`src/rtl/game_timer_pkg.sv`:
```
// game_timer_pkg: shared state encoding and BCD limits for the game timer.
package game_timer_pkg;
    typedef enum logic [1:0] {IDLE, RUNNING, PAUSED, SATURATED} timer_state_t;
    localparam logic [3:0] BCD_MAX_DIGIT = 4'd9;
    localparam int TIMER_MAX = 999;
endpackage

```
`src/rtl/bcd_digit.sv`:
```
// bcd_digit: one registered 0..9 BCD digit with increment, clear and carry-out.
module bcd_digit
    import game_timer_pkg::*;
(
    input  logic       clock,
    input  logic       reset_n,
    input  logic       inc,
    input  logic       clr,
    output logic [3:0] digit,
    output logic       carry
);
    logic [3:0] digit_q, digit_d;
    always_comb digit_d = clr ? 4'd0 : !inc ? digit_q : (digit_q == BCD_MAX_DIGIT) ? 4'd0 : digit_q + 4'd1;
    always_ff @(posedge clock or negedge reset_n)
        if (!reset_n) digit_q <= 4'd0;
        else          digit_q <= digit_d;
    assign digit = digit_q;
    assign carry = inc & (digit_q == BCD_MAX_DIGIT);
endmodule

```
`src/rtl/game_timer_bcd.sv`:
```
// game_timer_bcd: counts game seconds from newclk rising edges as three BCD digits.
// Define GAME_TIMER_ROLLOVER_EN to wrap 999->000 with a sticky maxed flag instead of saturating.
module game_timer_bcd
    import game_timer_pkg::*;
#(
    parameter int TICKS_PER_SEC = 1,
    parameter int PRESC_W       = 8
) (
    input  logic       clock,
    input  logic       reset_n,
    input  logic       newclk,
    input  logic       start,
    input  logic       stop,
    input  logic       clear,
    output logic [3:0] ones,
    output logic [3:0] tens,
    output logic [3:0] hundreds,
    output logic       running,
    output logic       maxed
);
    timer_state_t       state_q, state_d;
    logic [PRESC_W-1:0] presc_q, presc_d;
    logic               newclk_q, running_q, maxed_q, maxed_d;
    logic               rise, cnt_en, tick, c_ones, c_tens, wrap, sat;

    assign rise   = newclk & ~newclk_q;
    assign cnt_en = rise & (state_q == RUNNING) & ~clear;
    assign tick   = cnt_en & (presc_q == PRESC_W'(TICKS_PER_SEC - 1));

    bcd_digit u_ones (.clock(clock), .reset_n(reset_n), .inc(tick),   .clr(clear), .digit(ones),     .carry(c_ones));
    bcd_digit u_tens (.clock(clock), .reset_n(reset_n), .inc(c_ones), .clr(clear), .digit(tens),     .carry(c_tens));
    bcd_digit u_hund (.clock(clock), .reset_n(reset_n), .inc(c_tens), .clr(clear), .digit(hundreds), .carry(wrap));

`ifdef GAME_TIMER_ROLLOVER_EN
    assign sat     = 1'b0;
    assign maxed_d = clear ? 1'b0 : maxed_q | wrap;
`else
    logic unused_wrap;
    assign unused_wrap = wrap;
    // The increment that lands on 999 also moves the FSM, so maxed rises with the count.
    assign sat     = tick & (hundreds == BCD_MAX_DIGIT) & (tens == BCD_MAX_DIGIT) & (ones == BCD_MAX_DIGIT - 4'd1);
    assign maxed_d = (state_d == SATURATED);
`endif

    always_comb begin
        state_d = state_q;
        if (clear)      state_d = IDLE;
        else if (sat)   state_d = SATURATED;
        else if (stop)  state_d = (state_q == RUNNING) ? PAUSED : state_q;
        else if (start && (state_q == IDLE || state_q == PAUSED)) state_d = RUNNING;
        presc_d = clear ? '0 : !cnt_en ? presc_q : tick ? '0 : presc_q + 1'b1;
    end

    always_ff @(posedge clock or negedge reset_n) begin
        if (!reset_n) begin
            state_q   <= IDLE;
            presc_q   <= '0;
            newclk_q  <= 1'b0;
            running_q <= 1'b0;
            maxed_q   <= 1'b0;
        end else begin
            state_q   <= state_d;
            presc_q   <= presc_d;
            newclk_q  <= newclk;
            running_q <= (state_d == RUNNING);
            maxed_q   <= maxed_d;
        end
    end

    assign running = running_q;
    assign maxed   = maxed_q;
endmodule

```
`config.mk`:
```
export PLATFORM = sky130hd
export DESIGN_NAME = game_timer_bcd
export DESIGN_NICKNAME = d
export VERILOG_FILES = /design/src/rtl/game_timer_pkg.sv /design/src/rtl/bcd_digit.sv /design/src/rtl/game_timer_bcd.sv
export SDC_FILE = /design/constraint.sdc
export NUM_CORES = 1
export LEC_CHECK = 0
export BUFFER_PORTS_ARGS = -buffer_cell sky130_fd_sc_hd__buf_4
export CAP_MARGIN = 20
export CORE_ASPECT_RATIO = 0.75
export CORE_UTILIZATION = 45
export CTS_CLUSTER_DIAMETER = 150
export DETAILED_ROUTE_END_ITERATION = 10
export PLACE_DENSITY = 0.66
export SKIP_LAST_GASP = 1
export SYNTH_ARGS = -nofsm -noshare
export SYNTH_HDL_FRONTEND = slang
export SYNTH_SLANG_ARGS = --single-unit
```
`constraint.sdc`:
```
create_clock -name clock -period 1.9 [get_ports clock]
set_input_delay 0.38 -clock clock [delete_from_list [all_inputs] [get_ports clock]]
set_output_delay 0.38 -clock clock [all_outputs]
set_load 0.005 [all_outputs]
```
# Word-level counts from Yosys, hierarchy flattened
# Index checks and enable logic that the tools add are counted.
# Widths: inputs -> output; s select.
# word_totals
register_bits	25
latch_bits	0
ram_bits	0
mem_bits_ro	0
in_bits	6
output_inout_bits	14
wordCells	56
memories	0
# classes
add_sub_neg	4
n_mul	0
div	0
magnitude_cmp	0
eq_ne	8
shifts	0
muxes	17
n_bitwise	11
reduce_logical	8
# ops
operator	count
$mux 4	9
$mux 8	3
$eq 4x4->1 const B	4
$add 4x1->4 const B	3
$mux 2	5
$and 1x1->1	9
$add 8x1->8 const B	1
$logic_not 8->1	1
$reduce_bool 2->1	4
$eq 2x1->1 const B	2
$eq 2x2->1 const B	2
$logic_not 2->1	1
$not 1->1	2
$logic_and 1x1->1	1
$logic_or 1x1->1	1

# Depth between registers and ports, before layout
# logic_depth
word_depth	11
depth_mapped	7

# Hierarchy
# From an unflattened synthesis, not the netlist that was laid out.
# unflattened
cells_unflattened	150
area_unflattened_um2	1482.7
# modules_own_cells
mod	instances	cells_each	area_per_inst_um2
game_timer_bcd	1	72	758.2
bcd_digit	3	26	241.5

# Least setup slack after synthesis
# Ideal clock, no wire load.
# synth_timing
path_type	reg2reg
start	register presc_q[0]
end	register running_q (netlist: running)
setup_ps	120
t_arrival_ps	1658
t_required_ps	1780
setup_slack_ps	123
stages_incl_launch_ff	7
cell_sequence	dfrtp_1 -> inv_1 -> ha_1 -> or4b_4 -> nor4_4 -> nand4_2 -> and3_1
# synth_between
elab_chain_len	8
# synth_lines
element	line_no	text
start, declared	game_timer_bcd.sv:22	logic [PRESC_W-1:0] presc_q, presc_d;
start signal, assigned	game_timer_bcd.sv:63	presc_q <= presc_d;
$logic_not 8->1	game_timer_bcd.sv:28	assign tick = cnt_en & (presc_q == PRESC_W'(TICKS_PER_SEC - 1));
$and 1x1->1	game_timer_bcd.sv:28	
$and 1x1->1 (3 in series)	game_timer_bcd.sv:41	assign sat = tick & (hundreds == BCD_MAX_DIGIT) & (tens == BCD_MAX_DIGIT) & (ones == BCD_MAX_DIGIT - 4'd1);
$mux 2	game_timer_bcd.sv:48	else if (sat) state_d = SATURATED;
$mux 2	game_timer_bcd.sv:47	if (clear) state_d = IDLE;
$eq 2x1->1	game_timer_bcd.sv:65	running_q <= (state_d == RUNNING);
end signal, assigned	game_timer_bcd.sv:65	
end, declared	game_timer_bcd.sv:23	logic newclk_q, running_q, maxed_q, maxed_d;
# Every way passes these cells.
# A chain may end at the register's enable or synchronous reset.

# Worst setup path after layout
# layout_timing
start	register presc_q[0]
end	register u_hund.digit_q[1] (netlist: u_hund.digit[1])
# layout_between
elab_chain_len	5
# layout_lines
element	line_no	text
$logic_not 8->1	game_timer_bcd.sv:28	
$and 1x1->1	game_timer_bcd.sv:28	
$and 1x1->1 (2 in series)	bcd_digit.sv:18	assign carry = inc & (digit_q == BCD_MAX_DIGIT);
$reduce_bool 2->1 (no line)	-	
end signal, assigned	bcd_digit.sv:16	else digit_q <= digit_d;
end, declared	bcd_digit.sv:12	logic [3:0] digit_q, digit_d;
# Every way passes these cells.

==> flow_summary_export.csv <==
group,metric,value,unit
final_layout,layout-drive-gt1-share,32.04,%
worst_hold_path,hold_path.class,"input pin to register",
synth,netlist_instances,145,
routing,wl_per_cell,15.31,µm
place,gp_congestion,0.7605,
power_and_ir_drop,total_power,0.9415,mW
floorplan,dieWidth,67.27,µm
timing,finalHoldViolCount,0,
routing,drtAntennaViolNets,0,
synth,synth_top_area_share,43.52,%
synth,avgSynthCellArea,9.915,µm²
place,pre_cts_ws,-3.501,ps
grt,grt.busiest_layer,"met2",
timing,period_needed,1889,ps
synth,synthTopCellsByArea,"dfrtp_1 44%, ha_1 5.2%, a21oi_1 3.8%",
timing,slew_headroom,77.06,%
synth,synth_xor_area_share,4.265,%
grt,grt_pass1_vias,1176,
grt,met2_usage,34.00,%
synth,synth_flop_cell,"dfrtp_1",
synth,yosys.area.top_type,"dfrtp_1",
timing,fin_ws,10.72,ps
critical_path,crit_path_end_kind,"register",
critical_path,crit_arrival,2090,ps
critical_path,crit_path_max_fanout,7,
grt,groute.layer.met3.usage,6.027,%
place,placed_cell_area,1692,µm²
synth,ys_ff_latch,25,
power_and_ir_drop,p_per_area,516.1,nW/µm²
job,maxCapViolations,0,
routing,drt-total-wl,3.353,mm
floorplan,die_area,3427,µm²
critical_path,worstSetupPathType,"register to register",
grt,grt_pass1_wl,5.430,mm
routing,vias,1233,
timing,clock_skew,10.20,ps
routing,drt-pass1-iter-count,4,
synth,yosys.area_share.simple,30.03,%
power_and_ir_drop,leakage,0.8331,nW
synth,synth_edf_count,0,
status,outcome,"finished, final reports clean",
grt,antenna_found_initial,0,
final_layout,diodes,0,
critical_path,required,2100,ps
place,numPortBuffers,19,
grt,grt_usage,21.83,%
synth,syn-cell-area,1438,µm²
floorplan,io_pins,20,
power_and_ir_drop,peakVddDrop,0.3628,mV
clock_tree,htreeDepth,1,
timing,fmax,0.5293,GHz
timing,grt_setup_unrepaired,"true",
clock_tree,cts_tree,"yes",
place,dpl.hpwl,2.362,mm
routing,first_iter_violations,50,
final_layout,nNetsFinal,194,
floorplan,std_cell_rows,17,
synth,synth_compound_area_share,13.84,%
synth,synthMuxAreaShare,0,%
synth,yosysUniqueCellTypes,40,
clock_tree,root_buffer,"clkbuf_8",
routing,via_per_inst,5.630,
synth,ys_warn_count,0,
timing,finalCritPeriodShare,99.44,%
synth,seq_area_frac_synth,43.52,%
synth,synth_fp_nets,157,
grt,grtUsageMet1,28.85,%
floorplan,start_util,47.93,%
grt,grt_start_max_net_pins,26,
synth,synthAdderAreaFrac,5.222,%
final_layout,seqCellArea,625.6,µm²
final_layout,multi_input_area,805.8,µm²
worst_hold_path,min_path_cells,1,
critical_path,reg2reg_depth,6,
clock_tree,cts_buffers,3,
timing,final-setup-viol-count,0,
synth,synth_top_family_by_area,"simple AND/OR/NAND/NOR gates",
timing,worst_slew_pin_slew,342.1,ps
grt,overflow,0,
final_layout,syn2layout_area_growth,26.89,%
synth,ys_async_sr_fraction,100.0,%
timing,drv_slew,0,
clock_tree,clk_latency,270,ps
final_layout,fillers,245,
timing,whs,221.8,ps
critical_path,cp-start-kind,"register",
floorplan,core_area,2999,µm²
final_layout,design_area,1824,µm²
clock_tree,clock_sinks,25,
clock_tree,clk_path_buf_depth,2,
final_layout,fin_util,60.83,%
clock_tree,path_clk_slew,90,ps
routing,remaining_drc_errors,0,
floorplan,die_y,50.95,µm
==> cell usage after synthesis, types with 3 or more instances <==
master    instances
clkbuf_1          3
nand3_1           5
o21ai_0          11
ha_1              6
or4_1             5
nor2_1            9
xor2_1            6
nand2b_1          3
inv_1             7
a31oi_1           3
a21oi_1          11
nand2_1          13
and3_1            3
dfrtp_1          25
nand4_1           4
==> placed cells by master (no fill, tap or decap), types with 2 or more instances in the layout <==
cell type  synthesis  layout
xor2_1             6       6
inv_2              0       2
and4bb_2           2       2
ha_1               6       5
nand2_1           13      13
or4_1              5       5
a21oi_1           11       7
nand2b_1           3       3
dfrtp_1           25      25
a31oi_1            3       3
inv_1              7       5
o21ai_0           11      11
a21o_1             2       2
clkbuf_8           0       3
and3_1             3       3
buf_4              1      35
nand4_1            4       4
a21oi_2            0       4
nor2b_1            2       2
nor4_4             2       2
nor2_1             9       9
nand3_1            5       4
==> per-layer routing <==
layer / share of wire, % / vias to the layer above
met3: 3.6 / 4
met4: 1.0 / 0
li1: - / 601
met2: 47 / 27
met1: 49 / 601
met5: 0 / -
==> registers in the layout, summed over array words and instances (netlist names) <==
name	flops
maxed	1
newclk_q	1
presc_q	8
running	1
state_q	2
u_hund.digit	4
u_ones.digit	4
u_tens.digit	4
==> stage by stage <==
| stage | std cells | setup TNS (ps) |
|---|---|---|
| 2_1_floorplan | 145 | 0 |
| 3_3_place_gp | 209 | 0 |
| 3_5_place_dp | 209 | -3.522 |
| 4_1_cts | 214 | -1.374 |
| 5_1_grt | 219 | -202.8 |
| 6_report | 219 | 0 |
==> kinds of logic after synthesis <==
family,Yosys count
XOR/XNOR,7
buffers and inverters,11
adder cells (fa/ha/maj),6
AND/OR/NAND/NOR,62
flip-flops,25
AO/OA/AOI/OAI,34
==> path summary, 6_finish.rpt <==
kind                                   startpoint  slack (ps)                     endpoint
max                        presc_q[0]$_DFFE_PN0P_          10  u_hund.digit[1]$_DFFE_PN0P_
max in group asynchronous                 reset_n        1110       presc_q[4]$_DFFE_PN0P_
min in group asynchronous                 reset_n         530            running$_DFF_PN0_
min reg2reg                presc_q[0]$_DFFE_PN0P_         600       presc_q[0]$_DFFE_PN0P_
max reg2reg                presc_q[0]$_DFFE_PN0P_          10  u_hund.digit[1]$_DFFE_PN0P_
min                                        newclk         220           newclk_q$_DFF_PN0_
==> critical path, stage by stage, from the launching register on <==
cell and delay (ps):
dfrtp_1 400, inv_2 90, ha_4 140, nor4b_4 280, nand3_2 200, or4_1 590, a21oi_2 140
==> power by group <==
part           internal, mW  leakage (nW)  switching [mW]
Combinational        0.0371         0.463          0.0438
Sequential            0.538         0.345         0.00620
Clock                 0.147        0.0255           0.169
Total                 0.722         0.833           0.219
==> area by class of cell <==
class | instances | area share [%]
inverter | 7 | 1.440
multi-input combinational | 109 | 44.17
tap | 38 | 2.606
clock buffer | 3 | 2.263
clock inverter | 1 | 0.2743
timing repair buffer | 36 | 14.95
sequential | 25 | 34.29
==> repair_timing <==
item | CTS | global route
hold buffers | 1 | 0
gates resized for setup | 1 | 10
hold endpoints to repair | 3 | 0
buffers inserted | 0 | 5
endpoints found under the setup margin | 3 | 11
pin swaps | 0 | 6
Power figures use the tool's default switching activity.
